`config.mk`:
```
export PLATFORM = sky130hd
export DESIGN_NAME = fp_to_int
export DESIGN_NICKNAME = d
export VERILOG_FILES = /design/src/rtl/fp_to_int.sv
export SDC_FILE = /design/constraint.sdc
export NUM_CORES = 1
export LEC_CHECK = 0
export BUFFER_PORTS_ARGS = -buffer_cell sky130_fd_sc_hd__buf_2
export CAP_MARGIN = 10
export CORE_ASPECT_RATIO = 0.6
export CORE_MARGIN = 5
export CORE_UTILIZATION = 60
export CTS_BUF_LIST = sky130_fd_sc_hd__clkbuf_4 sky130_fd_sc_hd__clkbuf_8
export DETAILED_ROUTE_END_ITERATION = 6
export PLACE_DENSITY = 0.87
export SKIP_CTS_REPAIR_TIMING = 1
export SYNTH_ARGS = -nofsm -noshare
export SYNTH_HDL_FRONTEND = slang
export SYNTH_SLANG_ARGS = --single-unit
```
`constraint.sdc`:
```
create_clock -name clk -period 6.8 [get_ports clk]
set_clock_uncertainty 0.2 [all_clocks]
set_input_delay 0.34 -clock clk [delete_from_list [all_inputs] [get_ports clk]]
set_output_delay 0.34 -clock clk [all_outputs]
set_load 0.005 [all_outputs]
```
`src/rtl/fp_to_int.sv`:
```
// Iterative float-to-signed-integer converter; alignment shifts one bit per clock.
// Define FP2INT_ROUND_NEAREST_EN for round-half-to-even instead of truncation toward zero.
module fp_to_int #(
    parameter int N    = 32,
    parameter int OUTW = 32
) (
    input  logic            clk,
    input  logic            rst_n,
    input  logic            in_valid,
    output logic            in_ready,
    input  logic [N-1:0]    in_data,
    output logic            out_valid,
    input  logic            out_ready,
    output logic [OUTW-1:0] out_data,
    output logic            out_invalid,
    output logic            out_overflow,
    output logic            out_inexact
);
    localparam int EXPW  = N / 4;
    localparam int FRACW = N - EXPW - 1;
    localparam int BIAS  = 2 ** (EXPW - 1) - 1;
    localparam int MAGW  = ((OUTW > FRACW + 1) ? OUTW : FRACW + 1) + 1;
    localparam int CW    = $clog2(MAGW + 2) + 1;
    localparam logic [MAGW-1:0] MAXMAG = {{(MAGW-OUTW+1){1'b0}}, {(OUTW-1){1'b1}}};
    localparam logic [MAGW-1:0] MINMAG = MAXMAG + MAGW'(1);

    typedef enum logic [1:0] {IDLE, SHIFT, FINISH, DONE} state_t;

    state_t          r_state, w_nextState;
    logic [MAGW-1:0] r_mag, w_initMag, w_rmag;
    logic [CW-1:0]   r_cnt, w_k;
    logic            r_sign, r_left, r_guard, r_sticky, r_inv, r_ovf, r_inx;
    logic            w_left, w_inv, w_ovf, w_inx, w_round, w_carryOvf;
    logic            w_sign;
    logic [EXPW-1:0] w_exp;
    logic [FRACW-1:0] w_frac;
    logic [FRACW:0]  w_mant;
    logic [OUTW-1:0] w_res;
    int              w_e;

    assign w_sign    = in_data[N-1];
    assign w_exp     = in_data[N-2 -: EXPW];
    assign w_frac    = in_data[FRACW-1:0];
    assign w_mant    = {1'b1, w_frac};
    assign in_ready  = (r_state == IDLE);
    assign out_valid = (r_state == DONE);

    // Saturated magnitudes rely on the FINISH negation: MINMAG negates to MIN.
    always_comb begin
        w_e       = int'(w_exp) - BIAS;
        w_initMag = '0;
        w_k       = '0;
        w_left    = 1'b0;
        w_inv     = 1'b0;
        w_ovf     = 1'b0;
        w_inx     = 1'b0;
        if (w_exp == '1) begin
            if (w_frac != '0) begin
                w_inv = 1'b1;
            end else begin
                w_ovf     = 1'b1;
                w_initMag = w_sign ? MINMAG : MAXMAG;
            end
        end else if (w_exp == '0) begin
            w_inx = (w_frac != '0);
        end else if (w_e < 0) begin
`ifdef FP2INT_ROUND_NEAREST_EN
            if (w_e == -1) begin
                w_initMag = MAGW'(w_mant);
                w_k       = CW'(FRACW + 1);
            end else begin
                w_inx = 1'b1;
            end
`else
            w_inx = 1'b1;
`endif
        end else if (w_e > OUTW - 1 || (w_e == OUTW - 1 && !(w_sign && w_frac == '0))) begin
            w_ovf     = 1'b1;
            w_initMag = w_sign ? MINMAG : MAXMAG;
        end else if (w_e == OUTW - 1) begin
            w_initMag = MINMAG;
        end else if (w_e >= FRACW) begin
            w_initMag = MAGW'(w_mant);
            w_k       = CW'(w_e - FRACW);
            w_left    = 1'b1;
        end else begin
            w_initMag = MAGW'(w_mant);
            w_k       = CW'(FRACW - w_e);
        end
    end

    always_comb begin
        w_nextState = r_state;
        case (r_state)
            IDLE:    if (in_valid) w_nextState = (w_k != '0) ? SHIFT : FINISH;
            SHIFT:   if (r_cnt == CW'(1)) w_nextState = FINISH;
            FINISH:  w_nextState = DONE;
            DONE:    if (out_ready) w_nextState = IDLE;
            default: w_nextState = IDLE;
        endcase
    end

    always_comb begin
        w_round = 1'b0;
`ifdef FP2INT_ROUND_NEAREST_EN
        w_round = r_guard & (r_sticky | r_mag[0]);
`endif
        w_rmag     = r_mag + MAGW'(w_round);
        w_carryOvf = w_round & (w_rmag > MAXMAG);
        if (w_carryOvf)
            w_res = r_sign ? OUTW'(MINMAG) : OUTW'(MAXMAG);
        else
            w_res = r_sign ? OUTW'(~w_rmag + MAGW'(1)) : OUTW'(w_rmag);
    end

    always_ff @(posedge clk or negedge rst_n) begin
        if (!rst_n) begin
            r_state      <= IDLE;
            r_mag        <= '0;
            r_cnt        <= '0;
            r_sign       <= 1'b0;
            r_left       <= 1'b0;
            r_guard      <= 1'b0;
            r_sticky     <= 1'b0;
            r_inv        <= 1'b0;
            r_ovf        <= 1'b0;
            r_inx        <= 1'b0;
            out_data     <= '0;
            out_invalid  <= 1'b0;
            out_overflow <= 1'b0;
            out_inexact  <= 1'b0;
        end else begin
            r_state <= w_nextState;
            case (r_state)
                IDLE: begin
                    if (in_valid) begin
                        r_sign   <= w_sign;
                        r_mag    <= w_initMag;
                        r_cnt    <= w_k;
                        r_left   <= w_left;
                        r_guard  <= 1'b0;
                        r_sticky <= 1'b0;
                        r_inv    <= w_inv;
                        r_ovf    <= w_ovf;
                        r_inx    <= w_inx;
                    end
                end
                SHIFT: begin
                    r_cnt <= r_cnt - CW'(1);
                    if (r_left) begin
                        r_mag <= r_mag << 1;
                    end else begin
                        r_mag    <= r_mag >> 1;
                        r_guard  <= r_mag[0];
                        r_sticky <= r_sticky | r_guard;
                    end
                end
                FINISH: begin
                    out_data     <= w_res;
                    out_invalid  <= r_inv;
                    out_overflow <= r_ovf | w_carryOvf;
                    out_inexact  <= r_inx | r_guard | r_sticky;
                end
                default: ;
            endcase
        end
    end
endmodule

```
### Word level (Yosys, flattened, before mapping)

Index checks and enable logic that the tools add are counted.

* flip-flop bits (word level): 84
* bits of input ports: 36
* output and inout bits: 37
* word-level logic and storage cells: 95

* add/subtract/negate cells: 5
* order comparisons: 3
* equal/unequal tests: 10
* multiplexer cells: 45
* bitwise logic cells: 4
* reduce and logical (&&, ||, !) cells: 14

Operators with widths (count)
* two-way mux 32 bit: 8
* two-way mux 33 bit: 2
* case mux 33 bit (2 select lines): 1
* two-way mux 7 bit: 7
* adder 32 x 1 -> 32 bit, second input constant: 1
* NOT 32 bit: 1
* logical NOT 23 bit: 1
* nonzero test 23 bit: 1
* two-way mux 1 bit: 19
* case mux 7 bit (2 select lines): 1
* == test 9 x 6 -> 1 bit, second input constant: 1
* >= comparator 9 x 6 -> 1 bit, second input constant: 1
* greater-than comparator 9 x 6 -> 1 bit, second input constant: 1
* < comparator 9 x 1 -> 1 bit, second input constant: 1
* subtractor 8 x 7 -> 9 bit, second input constant: 1
* == test 8 bit, second input constant: 1
* logical NOT 8 bit: 1
* two-way mux 2 bit: 4
* case mux 2 bit (4 select lines): 1
* == test 7 x 1 -> 1 bit, second input constant: 1
* nonzero test 7 bit: 1
* subtractor 6 x 7 -> 7 bit, first input constant: 1
* subtractor 7 x 1 -> 7 bit, second input constant: 1
* subtractor 7 x 6 -> 7 bit, second input constant: 1
* 13 further kinds: 22

### Longest topological paths before layout

* depth after elaboration: 13
* mapped depth: 13
* mapped depth without buffers: 12

### Worst setup path before layout

Ideal clock, no wire load.

* kind: reg-to-reg
* start point: register r_mag[18]
* end point: register out_data[31]
* arrival time: 2.887 ns
* setup slack: 3.576 ns
* stages on the path, launching flop included: 9
* path buffers: 0
* path through: dfrtp_1 or4_4 or4_1 or2_1 or4_4 or4_4 o41ai_2 xor2_1 a21oi_1

* cells in the longest elaborated chain, start to end: 3

Ends and longest elaborated chain
* start: declaration: RTL line 30 `logic [MAGW-1:0] r_mag, w_initMag, w_rmag;`
* start signal: assignment: RTL line 138 `r_mag <= w_initMag;`
* start signal: assignment: RTL line 151 `r_mag <= r_mag << 1;`
* start signal: assignment: RTL line 153 `r_mag <= r_mag >> 1;`
* NOT 32 bit: RTL line 113 `w_res = r_sign ? OUTW'(~w_rmag + MAGW'(1)) : OUTW'(w_rmag);`
* adder 32 x 1 -> 32 bit: RTL line 113
* two-way mux 32 bit: RTL line 113
* end signal: assignment: RTL line 159 `out_data <= w_res;`
* end: declaration: RTL line 14 `output logic [OUTW-1:0] out_data,`

Every way passes these cells.
A chain may end at the register's enable or synchronous reset.

### Final worst setup path

* start point: input port in_data[25]
* end point: register r_state[0]

* cells in the longest elaborated chain, start to end: 12
* elaborated cells between the ends (all ways): 21
* classes of those cells: 3 x add/sub; 3 x order compare; 2 x eq/ne; 9 x mux; 4 x reduce/logical

Ends and longest elaborated chain
* start: declaration: RTL line 11 `input logic [N-1:0] in_data,`
* subtractor 8 x 7 -> 9 bit: RTL line 50 `w_e = int'(w_exp) - BIAS;`
* >= comparator 9 x 6 -> 1 bit, or another cell as far along: RTL line 82 `end else if (w_e >= FRACW) begin`
* two-way mux 7 bit / logical AND 1 bit (equally long branches): RTL line 82, 77
* two-way mux 7 bit / logical OR 1 bit (equally long branches): RTL line 80, 77
* two-way mux 7 bit: RTL line 77 `end else if (w_e > OUTW - 1 || (w_e == OUTW - 1 && !(w_sign && w_frac == '0))) begin`
* two-way mux 7 bit: RTL line 66 `end else if (w_e < 0) begin`
* two-way mux 7 bit: RTL line 64 `end else if (w_exp == '0) begin`
* two-way mux 7 bit (*): RTL line 57 `if (w_exp == '1) begin`
* nonzero test 7 bit (*): RTL line 95 `IDLE: if (in_valid) w_nextState = (w_k != '0) ? SHIFT : FINISH;`
* two-way mux 2 bit (*) (2 in series): RTL line 95
* case mux 2 bit (4 select lines) (*): RTL line 94 `case (r_state)`
* end signal: assignment: RTL line 133 `r_state <= w_nextState;`
* end: declaration: RTL line 29 `state_t r_state, w_nextState;`

Every way passes the cells marked *; elsewhere a longest branch is shown, timed or not. The select of a mux whose other input is x is not followed.

==> impl_metrics.json <==
{
  "hold_viol": 77,
  "use_met1_pct": 39.9,
  "async_flop_share_pct": 100,
  "synth_area_sq_mm": 0.00547,
  "synth.distinct_cells": 57,
  "start_util_pct": 60.7,
  "tns_ns": 0,
  "cts_buffer_depth": 2,
  "fmax_ghz": 0.263,
  "cts_tree": "built",
  "dieWidth_microns": 133,
  "die_area_sq_mm": 0.0112,
  "status": "complete, but fails checks",
  "peakVddDrop_mv": 0.177,
  "setup_violations": 0,
  "diodes": 0,
  "nets": 724,
  "ys_ff_latch": 84,
  "final_common_cell": "dfrtp_1",
  "yosys_warnings": 0,
  "first_global_vias": 4649,
  "violations": "negative hold slack",
  "ys_seq_area_share_pct": 38.4,
  "fin_crit_ns": 3.80,
  "fin_area_sq_mm": 0.00603,
  "grt_max_degree": 85,
  "synth_edf_count": 0,
  "vias": 5080,
  "drtAntennaViolNets": 0,
  "ioPinCount": 73,
  "core_area_sq_mm": 0.00902,
  "gp_congestion": 0.941,
  "root_buffer": "clkbuf_8",
  "p_leak_nw": 2.51,
  "clkTransAtPathRegs_ns": 0.09,
  "drive_gt1_share_pct": 20.9,
  "drt_first_pass_iters": 5,
  "hold_ws_ns": -0.0691,
  "synth_area_per_cell_sq_um": 8.62,
  "grt_setup_unrepaired": "false",
  "place_hpwl_mm": 10.2,
  "antenna_found_initial": 0,
  "place_area_sq_mm": 0.00585,
  "drc": 0,
  "synthFlopType": "dfrtp_1",
  "slew_viol_final": 0,
  "critPathKind": "input pin to flop",
  "wl_per_cell_microns": 18.1,
  "max_slew_margin_pct": 24.5,
  "syn-num-nets": 684,
  "grt_overflow_total": 0,
  "chipHeight_microns": 84.0,
  "drt_iter0_drc": 514,
  "syn_inst": 635,
  "tightest_slew_ns": 1.13,
  "start_kind": "input pin",
  "cts-buffers-inserted": 9,
  "drv_cap": 0,
  "hold_class": "input pin to async pin",
  "viasPerCell": 6.38,
  "portBuffers": 72,
  "clkLatencyLatePin_ns": 0.37,
  "clock-sinks": 84,
  "fin_crit_sh_pct": 55.9,
  "arrival_ns": 3.87,
  "cts-htree-levels": 3,
  "final_cell_mix": "84 x dfrtp_1, 76 x nand2_1, 75 x a21oi_1",
  "cp_max_fo": 8,
  "syn_to_final_growth_pct": 10.2,
  "grt_pass1_wl_mm": 23.8,
  "busiest_layer": "met1",
  "p_per_area_mw_per_mm2": 432,
  "wirelength_mm": 14.4,
  "end_kind": "flop",
  "cp.required_ns": 6.87,
  "fill_cells": 730,
  "core.rowCount": 27,
  "track_usage_pct": 26.1,
  "grtUsageMet3_pct": 7.29,
  "grtUsageMet2_pct": 36.6
}
-- worst max-delay path: stages --
cell     delay (ns)
buf_2          0.15
ha_1           0.21
nand2_1        0.10
xor2_1         0.42
inv_1          0.23
ha_1           0.32
a31oi_1        0.34
o31ai_1        0.23
a22oi_1        0.61
mux2i_1        0.29
xnor2_1        0.18
a31oi_1        0.16
a211o_1        0.29
-- flip-flops by register name, summed over array words and instances (netlist names) --
name / flops
out_data: 32
out_inexact: 1
out_invalid: 1
out_overflow: 1
r_cnt: 7
r_guard: 1
r_inv: 1
r_inx: 1
r_left: 1
r_mag: 33
r_ovf: 1
r_sign: 1
r_state: 2
r_sticky: 1
-- Yosys cell counts (2+ instances only) --
master	instances	share of area, %
nand4_1	3	0.34
buf_4	2	0.27
nand2_1	76	5.2
buf_1	5	0.34
o31ai_1	11	1.5
inv_1	16	1.1
mux2i_1	27	4.9
xor2_1	31	5.0
and3_1	2	0.23
or3_1	4	0.46
ha_1	13	3.0
nand3_1	35	3.2
nor4b_1	2	0.32
o41ai_1	5	0.80
and4_1	2	0.32
nor2b_1	3	0.34
and3b_1	2	0.32
o221a_2	24	4.9
o21ai_1	2	0.18
nor3_1	7	0.64
nor2_1	61	4.2
xnor2_1	9	1.4
nor3b_1	2	0.27
or4_4	3	0.62
a22oi_1	3	0.41
or3_2	2	0.27
o21ai_0	25	2.3
a21oi_1	75	6.9
a221oi_1	4	0.64
nor4_1	8	0.91
mux2_2	14	2.9
nand2b_1	3	0.34
a31oi_1	7	0.80
clkbuf_1	41	2.8
dfrtp_1	84	38
-- final cells by class --
type                            count  area (sq um)  share of cell area (%)
Clock buffer                       10           138                    2.28
Clock inverter                      6          46.3                   0.768
Inverter                           16          60.1                   0.996
Multi-Input combinational cell    486          3130                    51.9
Sequential cell                    84          2100                    34.9
Tap cell                          116           145                    2.41
Timing Repair Buffer               78           408                    6.76
-- cell families after synthesis --
kind of cell,synth area share [%]
AO/OA/AOI/OAI,20.4
adder cells (fa/ha/maj),3.16
AND/OR/NAND/NOR,19.2
flip-flops,38.4
buffers and inverters,4.62
multiplexers,7.82
XOR/XNOR,6.40
-- through the flow --
stage	util (%)	total power [W]	std cells	hold WS, ns	setup WS, ns
floorplan	-	0.00186	635	-0.156	3.58
global placement	64.8	0.00217	780	0.276	2.76
detailed placement	64.8	0.00224	780	0.284	2.69
CTS	66.8	0.00259	796	-0.0164	3.10
global route	66.8	0.00280	796	0.0499	2.72
finish	66.8	0.00260	796	-0.0691	3.00
-- worst paths after layout --
path                       cells after the start         from  slack [ns]      endpoint
hold / removal                                 1        rst_n       -0.07  out_data[24]
min in group clk                               3  in_data[31]        0.11     r_mag[31]
setup / recovery                              13  in_data[25]        3.00    r_state[0]
setup reg to reg                               8     r_mag[9]        3.22  out_data[31]
hold reg to reg                                2        r_inv        0.31         r_inv
max in group asynchronous                      1        rst_n        5.76     r_mag[17]
-- where the power goes --
| group | switching [W] | internal (W) | leakage (nW) | total [W] |
|---|---|---|---|---|
| sequential | 0.000309 | 0.000733 | 0.942 | 0.00104 |
| combinational | 0.000663 | 0.000554 | 1.48 | 0.00122 |
| clock | 0.000198 | 0.000145 | 0.0893 | 0.000344 |
-- layer usage --
layer,part of all wire (%),routed length (microns),up-vias
met5,0,0,-
met4,1.1,154,0
met3,10,1440,19
met2,42,6060,246
li1,-,-,2368
met1,47,6730,2447
(Power assumes the default switching activity.)
